==> src/rtl/lrelu_cfg_sequencer.sv <==
// Front-end sequencer for the lrelu engine: splits an AXIS stream into coefficient
// config loads (tuser[I_CONFIG] header + N beats) and data packets forwarded with zero latency.
module lrelu_cfg_sequencer #(
  parameter int DATA_WIDTH     = 256,
  parameter int TUSER_WIDTH    = 4,
  parameter int CFG_ADDR_WIDTH = 8,
  parameter int I_CONFIG       = 0
) (
  input  logic                      aclk,
  input  logic                      aresetn,

  input  logic                      s_axis_tvalid,
  output logic                      s_axis_tready,
  input  logic [DATA_WIDTH-1:0]     s_axis_tdata,
  input  logic [TUSER_WIDTH-1:0]    s_axis_tuser,
  input  logic                      s_axis_tlast,

  output logic                      m_axis_tvalid,
  input  logic                      m_axis_tready,
  output logic [DATA_WIDTH-1:0]     m_axis_tdata,
  output logic [TUSER_WIDTH-1:0]    m_axis_tuser,
  output logic                      m_axis_tlast,

  output logic                      cfg_wr_en,
  output logic [CFG_ADDR_WIDTH-1:0] cfg_wr_addr,
  output logic [DATA_WIDTH-1:0]     cfg_wr_data,

  output logic                      cfg_done,
  output logic                      err_cfg
);

  typedef enum logic [2:0] {IDLE, CFG, DRAIN, SETTLE, PASS} state_t;

  state_t                    state_reg;
  logic [CFG_ADDR_WIDTH-1:0] n_m1_reg;
  logic [CFG_ADDR_WIDTH-1:0] cnt_reg;
  logic                      cfg_wr_en_reg;
  logic [CFG_ADDR_WIDTH-1:0] cfg_wr_addr_reg;
  logic [DATA_WIDTH-1:0]     cfg_wr_data_reg;
  logic                      cfg_done_reg;
  logic                      err_cfg_reg;

  logic is_cfg;
  logic s_ready;
  logic m_valid;
  logic accept;
  logic cnt_last;

  // Handshake steering. In IDLE the first beat is classified on the fly: a header
  // is always taken, a data beat is forwarded exactly as in PASS.
  always_comb begin
    is_cfg  = s_axis_tuser[I_CONFIG];
    s_ready = 1'b0;
    m_valid = 1'b0;
    case (state_reg)
      IDLE: begin
        s_ready = (s_axis_tvalid & is_cfg) | m_axis_tready;
        m_valid = s_axis_tvalid & ~is_cfg;
      end
      CFG, DRAIN: s_ready = 1'b1;
      PASS: begin
        s_ready = m_axis_tready;
        m_valid = s_axis_tvalid;
      end
      default: begin
        s_ready = 1'b0;
        m_valid = 1'b0;
      end
    endcase
  end

  assign s_axis_tready = s_ready & aresetn;
  assign m_axis_tvalid = m_valid & aresetn;
  assign m_axis_tdata  = s_axis_tdata;
  assign m_axis_tuser  = s_axis_tuser;
  assign m_axis_tlast  = s_axis_tlast;

  assign accept   = s_axis_tvalid & s_axis_tready;
  assign cnt_last = (cnt_reg == n_m1_reg);

  always_ff @(posedge aclk) begin
    if (!aresetn) begin
      state_reg       <= IDLE;
      n_m1_reg        <= '0;
      cnt_reg         <= '0;
      cfg_wr_en_reg   <= 1'b0;
      cfg_wr_addr_reg <= '0;
      cfg_wr_data_reg <= '0;
      cfg_done_reg    <= 1'b0;
      err_cfg_reg     <= 1'b0;
    end else begin
      cfg_wr_en_reg <= 1'b0;
      cfg_done_reg  <= 1'b0;
      case (state_reg)
        IDLE: begin
          if (accept) begin
            if (is_cfg) begin
              n_m1_reg <= s_axis_tdata[CFG_ADDR_WIDTH-1:0];
              cnt_reg  <= '0;
              if (s_axis_tlast) err_cfg_reg <= 1'b1;
              else              state_reg   <= CFG;
            end else if (!s_axis_tlast) begin
              state_reg <= PASS;
            end
          end
        end
        CFG: begin
          if (accept) begin
            cfg_wr_en_reg   <= 1'b1;
            cfg_wr_addr_reg <= cnt_reg;
            cfg_wr_data_reg <= s_axis_tdata;
            // The N_M1 compare ends the load before the counter could wrap.
            if (cnt_last) begin
              cfg_done_reg <= 1'b1;
              if (s_axis_tlast) begin
                state_reg <= SETTLE;
              end else begin
                err_cfg_reg <= 1'b1;
                state_reg   <= DRAIN;
              end
            end else begin
              cnt_reg <= cnt_reg + 1'b1;
              if (s_axis_tlast) begin
                err_cfg_reg <= 1'b1;
                state_reg   <= IDLE;
              end
            end
          end
        end
        DRAIN: begin
          if (accept && s_axis_tlast) state_reg <= SETTLE;
        end
        SETTLE: state_reg <= IDLE;
        PASS: begin
          if (accept && s_axis_tlast) state_reg <= IDLE;
        end
        default: state_reg <= IDLE;
      endcase
    end
  end

  assign cfg_wr_en   = cfg_wr_en_reg;
  assign cfg_wr_addr = cfg_wr_addr_reg;
  assign cfg_wr_data = cfg_wr_data_reg;
  assign cfg_done    = cfg_done_reg;
  assign err_cfg     = err_cfg_reg;

endmodule

==> config.mk <==
export PLATFORM = sky130hd
export DESIGN_NAME = lrelu_cfg_sequencer
export DESIGN_NICKNAME = d
export VERILOG_FILES = /design/src/rtl/lrelu_cfg_sequencer.sv
export SDC_FILE = /design/constraint.sdc
export NUM_CORES = 1
export LEC_CHECK = 0
export CORE_AREA = 2 2 308 310
export DETAILED_ROUTE_END_ITERATION = 8
export DIE_AREA = 0 0 310 312
export HOLD_SLACK_MARGIN = 0.08
export PLACE_DENSITY = 0.4
export SETUP_SLACK_MARGIN = 0.15
export SYNTH_ARGS = -nofsm -noshare
export SYNTH_HDL_FRONTEND = slang
export SYNTH_SLANG_ARGS = --single-unit
==> constraint.sdc <==
create_clock -name aclk -period 4.9 [get_ports aclk]
set_input_delay 0.49 -clock aclk [delete_from_list [all_inputs] [get_ports aclk]]
set_output_delay 0.49 -clock aclk [all_outputs]
set_load 0.005 [all_outputs]
# Word level (Yosys, flattened, before mapping)
# Cells that the tools add are included.
classes:
  eq_ne: 13
  add_sub_neg: 1
  reduce_logical: 11
  n_mux: 27
  bitwise: 7
op_table:
  columns: ["op", "count"]
  rows:
  - ["2-to-1 mux 8 bit", 4]
  - ["2-to-1 mux 3 bit", 9]
  - ["case mux 8 bit (2 select lines)", 1]
  - ["inequality test 2 bit (second input constant)", 7]
  - ["case mux 3 bit (4 select lines)", 1]
  - ["AND reduction 5 bit", 2]
  - ["2-to-1 mux 1 bit", 9]
  - ["adder 8 x 1 -> 8 bit (second input constant)", 1]
  - ["== test 8 bit", 1]
  - ["inequality test 3 bit (second input constant)", 2]
  - ["AND reduction 3 bit", 2]
  - ["AND reduction 6 bit", 1]
  - ["bitwise AND 1 bit", 5]
  - ["case mux 1 bit (2 select lines)", 2]
  - ["AND reduction 2 bit", 2]
  - ["== test 3 x 1 -> 1 bit (second input constant)", 1]
  - ["== test 3 x 2 -> 1 bit (second input constant)", 1]
  - ["== test 3 bit (second input constant)", 1]
  - ["zero test 3 bit", 1]
  - ["case mux 1 bit (3 select lines)", 1]
  - ["nonzero test 2 bit", 1]
  - ["OR reduction 2 bit", 1]
  - ["logical AND 1 bit", 1]
  - ["NOT 1 bit", 1]
  - ["OR 1 bit", 1]
word_totals:
  output_inout_bits: 530
  register_bits: 286
  in_bits: 265
  wordCells: 67

# Logic depth before layout (Yosys ltp)
# Gate-level depths: netlist of the first run.
logic_depth:
  ltp_word: 8
  ltp_mapped: 9
  depth_no_buf: 6

# Least setup slack after synthesis of the first run
# No wires, ideal clock.
synth_timing:
  path_kind: "input -> register"
  start: "input port s_axis_tvalid"
  end: "register cnt_reg[2]"
  t_arrival_ps: 1660
  stages: 7
  path_slack_ps: 3170
  cell_sequence: "buf_4 -> nand3b_4 -> nor3_2 -> o31ai_4 -> buf_6 -> or3_1 -> a21oi_1"
synth_between:
  elab_chain_cells: 7
  word_cells_on_any_way: 8
  classes_between: "eq/ne: 2; mux: 1; bitwise: 4; reduce/logical: 1"
synth_lines:
  columns: ["element", "line", "rtl"]
  rows:
  - ["start, declared", "12", "input logic s_axis_tvalid,"]
  - ["bitwise AND 1 bit", "57", "s_ready = (s_axis_tvalid & is_cfg) | m_axis_tready;"]
  - ["OR 1 bit", "57", null]
  - ["case mux 1 bit (3 select lines)", "55", "case (state_reg)"]
  - ["bitwise AND 1 bit", "72", "assign s_axis_tready = s_ready & aresetn;"]
  - ["bitwise AND 1 bit *", "78", "assign accept = s_axis_tvalid & s_axis_tready;"]
  - ["inequality test 2 bit (no line)", null, null]
  - ["AND reduction 5 bit (no line) *", null, null]
  - ["end signal, assigned", "122", "cnt_reg <= cnt_reg + 1'b1;"]
  - ["end, declared", "36", "logic [CFG_ADDR_WIDTH-1:0] cnt_reg;"]
# Every way passes the cells marked *; elsewhere a longest branch is shown, timed or not.
# A chain may end at the register's enable or synchronous reset.

# Final worst setup path of the first run
layout_timing:
  start: "register state_reg[0]"
  end: "register cfg_wr_data_reg[111], in the netlist cfg_wr_data[111]"
layout_between:
  elab_chain_cells: 6
  word_cells_on_any_way: 9
  classes_between: "eq/ne: 3; mux: 1; bitwise: 2; reduce/logical: 3"
layout_lines:
  columns: ["element", "line", "rtl"]
  rows:
  - ["start, declared", "34", "state_t state_reg;"]
  - ["start signal, assigned", "83", "state_reg <= IDLE;"]
  - ["start signal, assigned", "101", "else state_reg <= CFG;"]
  - ["start signal, assigned", "103", "state_reg <= PASS;"]
  - ["== test 3 x 2 -> 1 bit / == test 3 x 1 -> 1 bit (equally long branches)", "55, 94", null]
  - ["OR reduction 2 bit", "55", null]
  - ["case mux 1 bit (3 select lines)", "55", null]
  - ["bitwise AND 1 bit", "72", null]
  - ["bitwise AND 1 bit", "78", null]
  - ["AND reduction 2 bit (no line) *", null, null]
  - ["end signal, assigned", "111", "cfg_wr_data_reg <= s_axis_tdata;"]
  - ["end, declared", "39", "logic [DATA_WIDTH-1:0] cfg_wr_data_reg;"]
# Marks and branches as above.

==> results of run 1 <==
[per-layer routing]
metal,wire length [µm],up-vias,share of wire,global-route usage
li1,-,5660,-,-
met1,20500,5460,0.39,0.111
met2,26200,496,0.50,0.183
met3,4450,50,0.085,0.0342
met4,1180,2,0.023,0.0301
met5,13,-,0.00025,0
[logic make-up (layout without fill, tap and decap cells)]
family,Yosys count,after routing,share of synthesized area
AOI/OAI and AO/OA,298,298,0.172
xor gates and xnor gates,8,8,0.00546
adders and majority gates,1,1,0.000975
buffers and inverters,362,870,0.190
DFF,286,286,0.446
muxes,8,8,0.00624
other,0,1,0
and+or+nand+nor,579,579,0.180
[worst max-delay path, cell delays in order, from the launching register on]
cell,delay [ns]
dfxtp_1,0.55
nand2b_4,0.12
nor2_1,0.24
nand3_4,0.54
inv_8,0.64
buf_12,0.34
nand2_1,0.13
a21boi_1,0.13
[power by group through the flow]
| stage | Clock, mW | Sequential [mW] | Combinational (mW) |
|---|---|---|---|
| finish | 2.67 | 2.37 | 0.740 |
| global route | 2.90 | 2.37 | 0.791 |
| CTS | 2.80 | 2.37 | 0.755 |
| detailed placement | 0 | 2.42 | 0.750 |
| global placement | 0 | 2.42 | 0.755 |
| floorplan | 0 | 2.42 | 0.310 |
[area by class of cell]
| class | count | area (µm²) |
|---|---|---|
| multi-input cells | 894 | 4680 |
| well taps | 1254 | 1570 |
| clock buffers | 62 | 1130 |
| flip-flops and latches | 286 | 5730 |
| fillers | 10271 | 71900 |
| repair buffers | 797 | 7990 |
| clock inverters | 6 | 51.3 |
| inverters | 5 | 26.3 |
| diodes | 1 | 2.50 |
[worst paths after layout]
kind	from	endpoint	slack (ns)	depth (start not counted)
setup / recovery	state_reg[0]	cfg_wr_data[111]	1.90	7
setup reg to reg	state_reg[0]	cfg_wr_data[111]	1.90	7
hold reg to reg	cfg_wr_data[112]	cfg_wr_data[112]	0.45	2
hold / removal	aresetn	cfg_wr_data[235]	0.37	2
[through the flow]
step	utilization	power (mW)
after floorplan	-	2.73
after global placement	0.215	3.18
after detailed placement	0.215	3.17
after CTS	0.228	5.92
after global routing	0.228	6.06
final	0.228	5.79
[placed cells by master, fill, tap and decap left out, drive strengths merged, types with 2 or more instances in the layout]
cell,n
clkinv,3
a21oi,11
nor2,7
nand4,4
inv,7
dfxtp,286
xnor2,8
o31ai,2
nand2,531
buf,10
or4,2
a21boi,264
o21ai,9
clkdlybuf4s50,787
mux2i,8
clkbuf,62
nand2b,3
a31oi,2
nor2b,9
nand3,6
or3,6
a211oi,2
nor3,6
==> flow_summary.ini, run 1 <==
[global_routing]
track_usage = 0.101
grt_pass1_wl_mm = 75.0
grt-ovfl-total = 0
first_global_vias = 11735
antenna_found_initial = 2
grt_max_degree = 131

[sta]
setup_viol = 0
rsz0062_at_grt = false
drv_slew = 0
min_period_ns = 3.00
fin_setup_tns_ns = 0
relSlewSlack = 0.322
final.hold.worst_slack_ns = 0.370
fin_crit_sh = 0.612
fmax_ghz = 0.334
clock_skew_ns = 0.0268
final-hold-violation-count = 0
worst_slew_pin_slew_ns = 1.02
worst_slack_ns = 1.90

[synth]
synth_area_leaders = dfxtp_1, nand2_1, buf_4, a21boi_1, buf_2
synth_ff_type = dfxtp_1
post_synth_num_cell_types = 45
synth_area_um2 = 12800
ys_warn_count = 0
synthTopCellsByCount = nand2_1, dfxtp_1, buf_4
synth_top_cell_by_area = dfxtp_1
synth_sequential_area_ratio = 0.446
syn-num-nets = 1808
synth_edf_count = 0
ys_seq_elements = 286
synth_most_common_cell = nand2_1
avgSynthCellArea_um2 = 8.32
syn_inst = 1542
synth_top_area_share = 0.446
postSynth.asyncResetShare = 0

[cells_and_area]
drive_above_1_share = 0.0351
fin_area_um2 = 21200
fin_cells = 3305
finalNetCount = 2288
largest_register_ffs = 256
area_delta_synth_final_pct = 65.1

[place]
place_ws_ns = 1.55
placedCellCount = 3236
portBuffers = 788
gp_congestion = 0.769
hpwl_mm = 39.4
placed_area_um2 = 20000

[drt]
wl_per_cell_um = 15.8
drt_first_pass_iters = 5
vias_per_cell = 3.53
drc = 0
routed_wl_mm = 52.3
num_vias = 11668
detail-route-antenna-nets = 0
drt_iter0_markers = 445

[flow_run]
drv_cap = 0

[clock_tree]
cts_setup_buffers = 0
cts_buffers = 38
cts.sinks = 286
clockBufferDepth = 3
cts_hold_buffers = 0
clk_latency_ns = 0.57
cts_max_level = 2
cts_root_buf = clkbuf_16
ctsResizeCount = 0
clk_pin_slew_ns = 0.06
cts_tree = built

[min_path]
min_path_type = input pin to flop

[floorplan]
die_h_um = 312
rows = 112
ios = 795
die_w_um = 310
core_area_um2 = 93000
initial_core_util = 0.138
die_area_um2 = 96700

[setup_path]
critPathCaptureType = flop
critical_path.startpoint_type = flop
critPathMaxFanout = 83
crit_type = flop to flop
critPathArrivalTime_ns = 3.47
cp.required_ns = 5.38

[pwr]
internal_power_mw = 4.40
power.share.clock = 0.462
pwr-share-seq = 0.410
power.switching_mw = 1.39
p_sw_frac = 0.240
power_leakage_nw = 7.01
powerDensity_nw_per_um2 = 273
p_comb_frac = 0.128
peakVddDrop_v = 0.000197

[run_status]
status = complete, no violations
Note: power is estimated with default switching activity, not from simulation.
==> run 2: changes to the inputs <==
--- a/config.mk
+++ b/config.mk
@@ -5,11 +5,11 @@
 export SDC_FILE = /design/constraint.sdc
 export NUM_CORES = 1
 export LEC_CHECK = 0
-export CORE_AREA = 2 2 308 310
+export CORE_AREA = 2 2 306 308
 export DETAILED_ROUTE_END_ITERATION = 8
-export DIE_AREA = 0 0 310 312
+export DIE_AREA = 0 0 308 310
 export HOLD_SLACK_MARGIN = 0.08
-export PLACE_DENSITY = 0.4
+export PLACE_DENSITY = 0.42
 export SETUP_SLACK_MARGIN = 0.15
 export SYNTH_ARGS = -nofsm -noshare
 export SYNTH_HDL_FRONTEND = slang
==> constraint.sdc (replaced) <==
create_clock -name aclk -period 2.7 [get_ports aclk]
set_input_delay 0.27 -clock aclk [delete_from_list [all_inputs] [get_ports aclk]]
set_output_delay 0.27 -clock aclk [all_outputs]
set_load 0.005 [all_outputs]
==> run 2 against run 1 <==
Count of clock-buffer cells in the layout shrank 4. Final area grew 0.70%. First-iteration DRC count up 16%. Worst hold slack lost 0.077 ns. Via count decreased by 0.28%. Critical endpoint is now s_axis_tready. Routed wire length shrank 5.2%. Combinational power increased by 81%. Register-to-register slack lost 1.3 ns. Cell count shrank 1.4%. Total power grew 84%. Clock skew is 0.012 ns lower.
==> flow_summary.ini, run 2 (synthesis results as in run 1) <==
[run_status]
status = complete, no violations

[drt]
routed_wl_mm = 49.6
drt_iter0_markers = 516
num_vias = 11635
drc = 0
drt_first_pass_iters = 4
wl_per_cell_um = 15.2
vias_per_cell = 3.57
detail-route-antenna-nets = 0

[pwr]
p_comb_frac = 0.126
pwr-share-seq = 0.404
total_power_mw = 10.7
power.switching_mw = 2.49
p_sw_frac = 0.233
power_leakage_nw = 7.13
peakVddDrop_v = 0.000290
power.share.clock = 0.471
powerDensity_nw_per_um2 = 500
internal_power_mw = 8.17

[sta]
final-hold-violation-count = 0
clock_skew_ns = 0.0153
fin_setup_tns_ns = 0
min_period_ns = 2.40
setup_viol = 0
fin_crit_sh = 0.887
worst_slack_ns = 0.305
fmax_ghz = 0.418
rsz0062_at_grt = false
drv_slew = 0
relSlewSlack = 0.481
worst_slew_pin_slew_ns = 0.779

[floorplan]
core_area_um2 = 92500
die_area_um2 = 95500
die_h_um = 310
rows = 112
die_w_um = 308
ios = 795
initial_core_util = 0.139

[cells_and_area]
nFillCells = 10043
num_antenna_cells = 0
post-route-util = 0.231
area_delta_synth_final_pct = 66.3
fin_area_um2 = 21300
layout_commonest_cell = clkdlybuf4s50_1
finalNetCount = 2302
final_cell_mix = clkdlybuf4s50_1, nand2_1, dfxtp_1
drive_above_1_share = 0.0427
largest_register_ffs = 256

[setup_path]
critPathMaxFanout = 10
rr_startpoint = state_reg[0]
r2r_end = cfg_wr_data[16]
critPathCaptureType = output pin
crit_type = flop to output pin
r2r_cells = 8
critical_path.startpoint_type = flop
r2r_slack_ns = 0.56
cp.required_ns = 2.43
critPathArrivalTime_ns = 2.13

[clock_tree]
cts_tree = built
cts_setup_buffers = 0
cts_buffers = 38
clk_latency_ns = 0.54
clk_pin_slew_ns = 0.05
cts_root_buf = clkbuf_16
clockBufferDepth = 3
cts_max_level = 2
cts.sinks = 286

[global_routing]
track_usage = 0.0957
first_global_vias = 11581
grt_use_met2 = 0.172
grt_use_met1 = 0.110
grt_pass1_wl_mm = 70.8
grt_max_degree = 151
grtUsageMet3 = 0.0274
grt_most_used_layer = met2
grt-ovfl-total = 0
antenna_found_initial = 0

[place]
hpwl_mm = 37.6
gp_congestion = 0.783
place_ws_ns = 0.406
portBuffers = 788
placed_area_um2 = 20100

[min_path]
worstHoldStart = s_axis_tdata[248]
min_path_cells = 3
min_path_type = input pin to flop
worst_hold_path.endpoint = cfg_wr_data[248]

[flow_run]
drv_cap = 0
==> run 2: changes by cell type in the layout (fill, tap and decap cells not counted), sizes merged, moves of 2 or more <==
cell | before | now
buf | 10 | 23
clkbuf | 62 | 58
bufinv | 0 | 2
clkinv | 3 | 5
==> run 2: metrics by stage <==
stage | cells | hold WS [ns]
2_1_floorplan | 1542 | 0.383
4_1_cts | 3260 | 0.242
3_3_place_gp | 3192 | 0.441
5_1_grt | 3260 | 0.275
6_report | 3260 | 0.294
3_5_place_dp | 3192 | 0.444
==> run 2: critical path, cell delays in order (launching register included) <==
cell and delay [ns]:
dfxtp_1 0.55, nand2b_4 0.11, a21oi_1 0.21, o21a_1 0.17
clkdlybuf4s50_1 0.54
==> run 2: worst max path at each step <==
stage / startpoint / to / cells past startpoint
finish: state_reg[0] / s_axis_tready / 4
floorplan: state_reg[2] / err_cfg / 7
detailed placement: s_axis_tvalid / cnt_reg[4] / 5
CTS: state_reg[0] / s_axis_tready / 4
global route: state_reg[0] / s_axis_tready / 4
global placement: s_axis_tvalid / cnt_reg[6] / 5
==> run 2: power groups by stage <==
stage | clock network, mW | registers, mW | logic (mW)
global route | 5.43 | 4.31 | 1.44
detailed placement | 0 | 4.39 | 1.36
global placement | 0 | 4.39 | 1.37
CTS | 5.29 | 4.30 | 1.37
floorplan | 0 | 4.39 | 0.563
finish | 5.02 | 4.30 | 1.34
==> run 2: final cells by class <==
cell class              count  area (µm²)  share of cell area
clock buffers              58        1120              0.0523
clock inverters             9         118             0.00552
inverters                   5        26.3             0.00123
flip-flops and latches    286        5730               0.268
well taps                1197        1500              0.0702
multi-input cells         894        4680               0.219
repair buffers            811        8160               0.383
==> run 2: layer usage <==
metal | share of wire | up-vias
met3 | 0.076 | 52
met2 | 0.50 | 477
li1 | - | 5708
met1 | 0.40 | 5398
met4 | 0.020 | 0
met5 | 0 | -
==> run 2: repair_timing <==
action,4_1_cts,5_1_grt
hold endpoints to repair,1,0
gates resized for setup,0,0
hold buffers,1,0
